==> config.mk <==
export PLATFORM = sky130hd
export DESIGN_NAME = pix_counter
export DESIGN_NICKNAME = d
export VERILOG_FILES = /design/src/rtl/vga_timing_pkg.sv /design/src/rtl/counter.sv /design/src/rtl/pix_counter.sv
export SDC_FILE = /design/constraint.sdc
export NUM_CORES = 1
export LEC_CHECK = 0
export ABC_AREA = 1
export ABC_CLOCK_PERIOD_IN_PS = 1600
export BUFFER_PORTS_ARGS = -buffer_cell sky130_fd_sc_hd__clkbuf_2
export CAP_MARGIN = 40
export CORE_MARGIN = 1
export CORE_UTILIZATION = 50
export DETAILED_ROUTE_END_ITERATION = 12
export PLACE_DENSITY = 0.77
export SLEW_MARGIN = 5
export SYNTH_ARGS = -nofsm -noshare
export SYNTH_HDL_FRONTEND = slang
export SYNTH_SLANG_ARGS = --single-unit
==> constraint.sdc <==
create_clock -name CLK -period 1.6 [get_ports CLK]
set_input_delay 0.08 -clock CLK [delete_from_list [all_inputs] [get_ports CLK]]
set_output_delay 0.08 -clock CLK [all_outputs]
set_load 0.05 [all_outputs]
==> src/rtl/vga_timing_pkg.sv <==
// vga_timing_pkg: shared 640x480 VGA timing constants and the display-window
// compare used by the pixel-address counters and the sync timers.
package vga_timing_pkg;

  // Width of every sync-timer value.
  localparam int TIME_W = 10;

  // Horizontal timing in pixel clocks: sync end, back-porch end,
  // display end, total line length.
  localparam int H_SYNC_END       = 96;
  localparam int H_BACK_PORCH_END = 144;
  localparam int H_DISPLAY_END    = 784;
  localparam int H_TOTAL          = 800;

  // Vertical timing in lines: sync end, back-porch end, display end,
  // total frame length.
  localparam int V_SYNC_END       = 2;
  localparam int V_BACK_PORCH_END = 31;
  localparam int V_DISPLAY_END    = 511;
  localparam int V_TOTAL          = 521;

  // Pixel-address widths for the two axes.
  localparam int H_ADDR_W = 10;
  localparam int V_ADDR_W = 9;

  // True when lo <= value < hi (unsigned, TIME_W bits).
  function automatic logic in_window(
    input logic [TIME_W-1:0] value,
    input logic [TIME_W-1:0] lo,
    input logic [TIME_W-1:0] hi
  );
    return (value >= lo) && (value < hi);
  endfunction

endpackage : vga_timing_pkg

==> src/rtl/counter.sv <==
// counter: modulo-(MaxValue+1) up-counter with synchronous clear and a
// combinational terminal-count trigger. Used for the H/V sync timers and as
// the storage behind each pixel-address counter.
module counter #(
  parameter int MaxValue = 799,
  parameter int Size     = 10
) (
  input  logic            CLK,
  input  logic            RESET,
  input  logic            ENABLE,
  input  logic            CLEAR,
  output logic [Size-1:0] TIME_COUNT,
  output logic            TRIGGER_OUT
);

  localparam logic [Size-1:0] MAX_VAL = Size'(MaxValue);

  logic [Size-1:0] count_q;
  logic [Size-1:0] count_d;
  logic            at_max;

  assign at_max = (count_q == MAX_VAL);

  // Next-state: clear beats advance; advance wraps at MaxValue; otherwise hold.
  always_comb begin
    // NOTE: default first so every path assigns count_d and no latch is inferred.
    count_d = count_q;
    if (CLEAR) begin
      count_d = '0;
    end else if (ENABLE) begin
      count_d = at_max ? '0 : count_q + Size'(1);
    end
  end

  // State register with synchronous active-high reset.
  always_ff @(posedge CLK) begin
    // NOTE: non-blocking assignments for state so all flops update together.
    if (RESET) begin
      count_q <= '0;
    end else begin
      count_q <= count_d;
    end
  end

  assign TIME_COUNT = count_q;

  // Qualified by ENABLE so a sparse strobe still yields one pulse per wrap.
  assign TRIGGER_OUT = ENABLE && at_max;

endmodule : counter

==> src/rtl/pix_counter.sv <==
// pix_counter: visible-pixel address for one VGA axis, derived from that
// axis' sync-timer value. The address advances on each ENABLE strobe while
// the timer is inside [TimeToBackPorchEnd, TimeToDisplayTimeEnd) and clears
// on any strobe outside it.
// Optional feature: define PIX_COUNTER_ACTIVE_EN to add the registered
// ACTIVE output (window flag aligned with PIXCOUNT).
module pix_counter
  import vga_timing_pkg::*;
#(
  parameter int AddressSize          = 10,
  parameter int TimeToBackPorchEnd   = 143,
  parameter int TimeToDisplayTimeEnd = 783
) (
  input  logic                   CLK,
  input  logic                   RESET,
  input  logic                   ENABLE,
  input  logic [TIME_W-1:0]      SYNCH_TIME,
`ifdef PIX_COUNTER_ACTIVE_EN
  output logic                   ACTIVE,
`endif
  output logic [AddressSize-1:0] PIXCOUNT
);

  localparam logic [TIME_W-1:0] WIN_LO   = TIME_W'(TimeToBackPorchEnd);
  localparam logic [TIME_W-1:0] WIN_HI   = TIME_W'(TimeToDisplayTimeEnd);
  // Wrapping at the all-ones value makes the address count modulo 2^AddressSize.
  localparam int                ADDR_MAX = (1 << AddressSize) - 1;

  logic win;
  logic cnt_en;
  logic cnt_clr;
  logic pix_wrap_unused;

  assign win     = in_window(SYNCH_TIME, WIN_LO, WIN_HI);
  assign cnt_en  = ENABLE && win;
  assign cnt_clr = ENABLE && !win;

  counter #(
    .MaxValue (ADDR_MAX),
    .Size     (AddressSize)
  ) u_addr (
    .CLK         (CLK),
    .RESET       (RESET),
    .ENABLE      (cnt_en),
    .CLEAR       (cnt_clr),
    .TIME_COUNT  (PIXCOUNT),
    .TRIGGER_OUT (pix_wrap_unused)
  );

`ifdef PIX_COUNTER_ACTIVE_EN
  logic active_q;
  logic active_d;

  // Window flag follows the same strobe as the address so both stay aligned.
  always_comb begin
    active_d = active_q;
    if (ENABLE) begin
      active_d = win;
    end
  end

  // Window flag register with synchronous reset.
  always_ff @(posedge CLK) begin
    if (RESET) begin
      active_q <= 1'b0;
    end else begin
      active_q <= active_d;
    end
  end

  assign ACTIVE = active_q;
`endif

endmodule : pix_counter

# Yosys cells after proc, flatten, opt, wreduce, memory -nomap -nowiden
# Index checks and enable logic that the tools add are counted.
[word_totals]
ff_bits = 10
latchBits = 0
ram_bits = 0
romBits = 0
input_bits = 13
out_inout_bits = 10
memories = 0
[classes]
add_sub_neg = 1
multipliers = 0
div = 0
magnitude_cmp = 2
n_eq_ne = 1
n_shift = 0
n_mux = 1
bitwise_logic = 0
n_reduce_logical = 5
[op_table]
columns = ["op", "count"]
rows = [
  ["adder 10 x 1 -> 10 bit (second input constant)", 1],
  ["equality test 10 bit (second input constant)", 1],
  ["greater-or-equal comparator 10 x 8 -> 1 bit (second input constant)", 1],
  ["< comparator 10 bit (second input constant)", 1],
  ["2-to-1 mux 10 bit", 1],
  ["logical AND 1 bit", 3],
  ["OR reduction 2 bit", 1],
  ["logical NOT 1 bit", 1],
]

# Depth between registers and ports, before layout
# Gate-level depths: netlist (run 1).
[logic_depth]
ltp_word = 5
mapped_depth = 10
depth_no_buf = 10

# Cells and area by module
# A second synthesis (run 1) with hierarchy kept.
[hier_totals]
hier_cells = 101
hier_area_um2 = 685.7
[by_module_without_submodules]
columns = ["mod", "instances", "cells_each", "area_each_um2"]
rows = [
  ["counter", 1, 74, 555.5],
  ["pix_counter", 1, 27, 130.1],
]

# Worst setup path before layout (run 1)
# OpenSTA, ideal clock, no wires.
[synth_timing]
path_kind = "register to register"
startpoint = "register u_addr.count_q[1] (netlist: u_addr.TIME_COUNT[1])"
endpoint = "register u_addr.count_q[0] (netlist: u_addr.TIME_COUNT[0])"
setup_time_ns = 0.117
arrival_ns = 1.640
setup_slack_ns = -0.157
path_stages_with_launch = 11
synth_period_minus_slack_ns = 1.757
cell_sequence = "dfxtp_1 ha_1 nand2_1 nor2_2 nand2_2 nor2_4 inv_1 nand2_1 nand3_1 nand2_1 nor2_1"
[synth_between]
elab_chain_cells = 2
[synth_lines]
columns = ["item", "line", "text"]
rows = [
  ["start, declared", "counter.sv:18", "logic [Size-1:0] count_q;"],
  ["start signal, assigned", "counter.sv:41", "count_q <= count_d;"],
  ["equality test 10 bit", "counter.sv:22", "assign at_max = (count_q == MAX_VAL);"],
  ["2-to-1 mux 10 bit", "counter.sv:31", "count_d = at_max ? '0 : count_q + Size'(1);"],
]
# No other way between the ends.
# A chain may end at the register's enable or synchronous reset.

# Final worst setup path (run 1)
[layout_timing]
startpoint = "register u_addr.count_q[0] (netlist: u_addr.TIME_COUNT[0])"
endpoint = "register u_addr.count_q[0] (netlist: u_addr.TIME_COUNT[0])"
[layout_between]
elab_chain_cells = 2
[layout_lines]
columns = ["item", "line"]
rows = [
  ["adder 10 x 1 -> 10 bit or equality test 10 bit (tied branches)", "counter.sv:31, counter.sv:22"],
  ["2-to-1 mux 10 bit (*)", "counter.sv:31"],
]
# Mark *: on every way between the ends. The rest lies on a longest branch, timed or not.

==> results of run 1 <==
-- kinds of logic after synthesis --
logic type	after synthesis
adders and majority gates	1
xor gates and xnor gates	3
DFF	10
and+or+nand+nor	82
AOI/OAI and AO/OA	15
buffers and inverters	18
-- layer usage --
metal	GRT usage, %	vias to the layer above	wire length (um)
li1	-	463	-
met1	29.2	366	873
met2	33.6	17	772
met3	6.38	0	87
met4	1.88	0	0
met5	0	-	0
-- through the flow --
| stage | setup WS (ns) | instances | util [%] |
|---|---|---|---|
| floorplan | 0.00156 | 129 | - |
| global placement | 0.229 | 166 | 62.7 |
| detailed placement | 0.155 | 166 | 62.7 |
| CTS | 0.140 | 170 | 65.1 |
| global route | 0.00308 | 170 | 65.1 |
| finish | 0.143 | 170 | 65.1 |
-- report_power, final --
group          switching [mW]  total (mW)  leakage [nW]  internal, mW
combinational          0.0920       0.136         0.377        0.0443
sequential            0.00727       0.264        0.0818         0.257
clock                  0.0949       0.233        0.0210         0.138
total                   0.194       0.633         0.479         0.439
-- worst max-delay path, stage by stage, from the launching register on --
cell and delay, ns:
dfxtp_2 0.36, ha_1 0.19, nand2_1 0.10, nor2_2 0.18, nand2_2 0.11, nor2_4 0.12, inv_1 0.07, nand2_1 0.05
nand3_1 0.07, nand2_1 0.07, nor2_1 0.03
-- worst paths after layout --
kind / endpoint / startpoint / slack (ns)
max: u_addr.TIME_COUNT[0] / u_addr.TIME_COUNT[0] / 0.14
min: u_addr.TIME_COUNT[9] / RESET / 0.12
max reg2reg: u_addr.TIME_COUNT[0] / u_addr.TIME_COUNT[0] / 0.14
min reg2reg: u_addr.TIME_COUNT[7] / u_addr.TIME_COUNT[7] / 0.50
-- cell type report --
class,instances,area [um2]
multi-input combinational,101,559
tap,16,20.0
clock buffer,4,36.3
sequential,10,203
fill,149,532
inverter,17,63.8
timing repair buffer,22,110
-- cell usage in the layout (no fill, tap or decap) --
cell | Yosys | routed
nand2_1 | 32 | 32
clkbuf_2 | 0 | 22
nor2_1 | 17 | 17
inv_1 | 16 | 16
nand3_1 | 12 | 12
dfxtp_1 | 10 | 8
a21oi_2 | 7 | 7
nand2_2 | 5 | 5
nor2_2 | 4 | 4
nor2_4 | 3 | 3
a21oi_1 | 3 | 3
xor2_1 | 3 | 3
nand4_1 | 3 | 3
clkbuf_4 | 0 | 3
nand2_4 | 2 | 2
or2_2 | 2 | 2
o21ai_0 | 2 | 2
o21bai_1 | 2 | 2
dfxtp_2 | 0 | 2
inv_2 | 1 | 1
nand3_4 | 1 | 1
nand3b_1 | 1 | 1
a31oi_1 | 1 | 1
ha_1 | 1 | 1
clkbuf_8 | 0 | 1
==> run summary, run 1 <==
post-CTS sizing -> 0
CTS tree -> done
Yosys top cell by area -> dfxtp_1
CP arrival -> 1.62 ns
async set-or-reset flop fraction in the synthesized netlist -> 0%
final instance area -> 992 um2
Post-synth EDFFs -> 0
gp weighted congestion -> 0.823
share of the synthesized area in the top cell type -> 24.2%
H-tree depth -> 1
global-route wire length before repair -> 3.01 mm
PwrDens -> 638 mW/mm2
kind of critical path -> register to register
Buffers on Ports -> 22
Clock transition at path regs -> 0.07 ns
Mapped Nets -> 143
vias in the first global route -> 732
Top FF cell, synth -> dfxtp_1
CTS Root Cell -> clkbuf_4
final setup fails -> 0
DRC -> 0
hold buffers post-CTS -> 0
Total Power -> 0.633 mW
Max Freq -> 686 MHz
Post-DP Area -> 956 um2
DR vias/cell -> 4.98
WHS Path Cells -> 4
count leader, synth -> nand2_1
Min-Delay Path Class -> primary input to register
Wirelength per Cell -> 10.2 um
Die Y -> 42.7 um
Starting Density -> 54.4%
cell count after synthesis -> 129
yosys warns -> 0
Post-DP HPWL -> 1.33 mm
GRT Util Overall -> 21.2%
clk buf depth -> 2
mapped cell area -> 828 um2
max reg flops -> 10
ANT cells -> 0
worst skew pair latency -> 0.27 ns
DR iter-0 viols -> 27
startpoint type of the worst setup path -> register
simple-gate portion of the synthesized area -> 49.8%
skew final -> 0.00106 ns
mux cell area share after synthesis -> 0%
LEAKAGE -> 0.479 nW
final net count -> 169
Final Hold Violating Endpoints -> 0
main area contributors after synthesis -> dfxtp_1 (24%), nand2_1 (15%), nor2_1 (7.7%)
global route overflow -> 0
Adder-Cell Fraction of Synth Area -> 1.51%
max-slew violations -> 0
syn avg cell area -> 6.42 um2
Commonest cells post-synth -> nand2_1 (32), nor2_1 (17), inv_1 (16)
register bit total from synthesis -> 10
Area growth syn-to-layout -> 19.8%
minimum clock period -> 1.46 ns
initial antenna violation count -> 0
Crit path required time -> 1.76 ns
drt first pass iters -> 5
standard-cell row count -> 14
status -> complete, no violations
number of routed nets with antenna violations -> 0
largest net degree at the start of global routing -> 13
Fin Hold WS -> 0.120 ns
Post-Route WL -> 1.73 mm
# Post-CTS Setup Buffers -> 0
Vias -> 846
clock sink total -> 10
crit-path max FO -> 4
Slew @ Worst Pin -> 0.301 ns
RSZ-0062 raised after global routing -> false
total die area -> 0.00182 mm2
Setup TNS -> 0 ns
peak supply drop -> 0.409 mV
Yosys cell types -> 22
Num CTS Buffers -> 3
final worst-path cycle share -> 91.1%
xor/xnor share of the synthesized area -> 3.17%
max-cap violations -> 0
core box area -> 0.00152 mm2
share of post-route cells with drive strength above 1 -> 34.4%
Compound-Gate Fraction of Synth Area -> 13.0%
# IOs -> 23
Die X -> 42.7 um
R2R depth -> 10
largest family of logic cells by synthesized area -> simple AND/OR/NAND/NOR gates
crit path capture type -> register
Slew HR -> 79.9%
sequential area share after synthesis -> 24.2%
Power figures use the tool's default switching activity.
==> run 2: changes to the inputs <==
--- a/config.mk
+++ b/config.mk
@@ -9,10 +9,12 @@
 export ABC_CLOCK_PERIOD_IN_PS = 1600
 export BUFFER_PORTS_ARGS = -buffer_cell sky130_fd_sc_hd__clkbuf_2
 export CAP_MARGIN = 40
+export CELL_PAD_IN_SITES_DETAIL_PLACEMENT = 1
+export CELL_PAD_IN_SITES_GLOBAL_PLACEMENT = 1
 export CORE_MARGIN = 1
-export CORE_UTILIZATION = 50
+export CORE_UTILIZATION = 34
 export DETAILED_ROUTE_END_ITERATION = 12
-export PLACE_DENSITY = 0.77
+export PLACE_DENSITY_LB_ADDON = 0.1
 export SLEW_MARGIN = 5
 export SYNTH_ARGS = -nofsm -noshare
 export SYNTH_HDL_FRONTEND = slang
==> run 2 against run 1 <==
  * Flip-flop and latch count unchanged
  * Utilization is 20 points lower
  * Fmax up 0.97%
  * Setup slack improved by 0.014 ns
  * Cell area increased by 2.0%
  * Global-route usage decreased by 2.3 points
  * Sequential share of layout area down 0.16 points
==> run summary, run 2 (synthesized netlist as in run 1, its figures left out) <==
DRC -> 0
GRT Util Overall -> 18.9%
Max Freq -> 693 MHz
Placement Setup Slack -> 0.127 ns
max-slew violations -> 0
dpl cells -> 178
status -> complete, no violations
Starting Density -> 36.7%
drt first pass iters -> 4
Post-Route WL -> 2.16 mm
standard-cell row count -> 17
clock sink total -> 10
Fin Hold WS -> 0.112 ns
final setup fails -> 0
sequence of cells on the critical path -> ha_2 > nand2_1 > nor2_2 > nand2_2 > nor2_4 > inv_1 > nand2_1 > nand3_1 > nand2_1 > nor2_1
Area growth syn-to-layout -> 22.2%
CP max stage cell -> dfxtp_4
startpoint type of the worst setup path -> register
Vias -> 883
clk buf depth -> 2
peak supply drop -> 0.369 mV
RSZ-0062 raised after global routing -> false
max-cap violations -> 0
CTS tree -> done
Die X -> 51.4 um
final worst-path cycle share -> 90.2%
share of post-route cells with drive strength above 1 -> 35.1%
total die area -> 0.00264 mm2
core box area -> 0.00225 mm2
Min-Delay Path Class -> primary input to register
LEAKAGE -> 0.477 nW
initial antenna violation count -> 0
ANT cells -> 0
Clock transition at path regs -> 0.07 ns
Cell Count, Final, Fillers Out -> 182
Crit path required time -> 1.77 ns
global route overflow -> 0
slowest stage delay, CP -> 0.37 ns
final worst slack -> 0.157 ns
CP arrival -> 1.61 ns
crit path capture type -> register
CTS Root Cell -> clkbuf_4
final net count -> 169
# IOs -> 23
Slew @ Worst Pin -> 0.304 ns
skew final -> 0.00687 ns
worst skew pair latency -> 0.28 ns
gp weighted congestion -> 0.795
Wirelength per Cell -> 11.9 um
Most Frequent Cell on Critical Path -> nand2_1
Setup TNS -> 0 ns
DR vias/cell -> 4.85
largest net degree at the start of global routing -> 13
Slew HR -> 79.7%
most common cell after layout, fill and taps aside -> nand2_1
DR iter-0 viols -> 10
Post-DP HPWL -> 1.69 mm
commonest non-fill, non-tap cells in the layout -> nand2_1 (32), clkbuf_2 (22), nor2_1 (17)
Buffers on Ports -> 22
crit-path max FO -> 4
number of routed nets with antenna violations -> 0
Final Hold Violating Endpoints -> 0
vias in the first global route -> 815
Die Y -> 51.4 um
global-route wire length before repair -> 3.63 mm
minimum clock period -> 1.44 ns
Num CTS Buffers -> 3
kind of critical path -> register to register
PwrDens -> 643 mW/mm2
hold buffers post-CTS -> 0
max reg flops -> 10
Total Power -> 0.651 mW
H-tree depth -> 1
## run 2: area by class of cell
cell class	instances	area (um2)
Fill cell	329	1240
Multi-Input combinational cell	101	562
Sequential cell	10	205
Timing Repair Buffer	22	110
Inverter	17	63.8
Clock buffer	4	36.3
Tap cell	28	35.0
## run 2: critical path: cells and delay by family, from the launching register on
family	cells	cell delay, ns
adders and majority gates	1	0.18
buffers and inverters	1	0.07
DFF	1	0.37
and+or+nand+nor	8	0.71
## run 2: through the flow
step                area (um2)  util (%)
global placement           971      43.1
CTS                       1010      44.7
global route              1010      44.9
finish                    1010      44.9
detailed placement         971      43.1
floorplan                  831         -
## run 2: layer usage
layer	global-route usage [%]	routed length [um]	vias up
li1	-	-	462
met2	32.0	1010	17
met1	23.0	1030	399
met3	3.57	77	5
met4	8.11	34	0
met5	0	0	-
## run 2: path summary, 6_finish.rpt
| check | depth (start not counted) | start | endpoint | slack, ns |
|---|---|---|---|---|
| worst max register to register | 10 | u_addr.TIME_COUNT[1] | u_addr.TIME_COUNT[0] | 0.16 |
| worst max-delay path | 10 | u_addr.TIME_COUNT[1] | u_addr.TIME_COUNT[0] | 0.16 |
| worst min-delay path | 4 | RESET | u_addr.TIME_COUNT[1] | 0.11 |
| worst min register to register | 2 | u_addr.TIME_COUNT[7] | u_addr.TIME_COUNT[7] | 0.50 |
## run 2: timing repair
item	in CTS	in global routing
endpoints found under the setup margin	0	1
setup buffers	0	0
resized for setup	0	2
## run 2: power breakdown
part	internal [mW]	total (mW)	switching [mW]	leakage [nW]
sequential	0.256	0.264	0.00762	0.0822
combinational	0.0451	0.139	0.0939	0.374
clock	0.138	0.248	0.109	0.0210
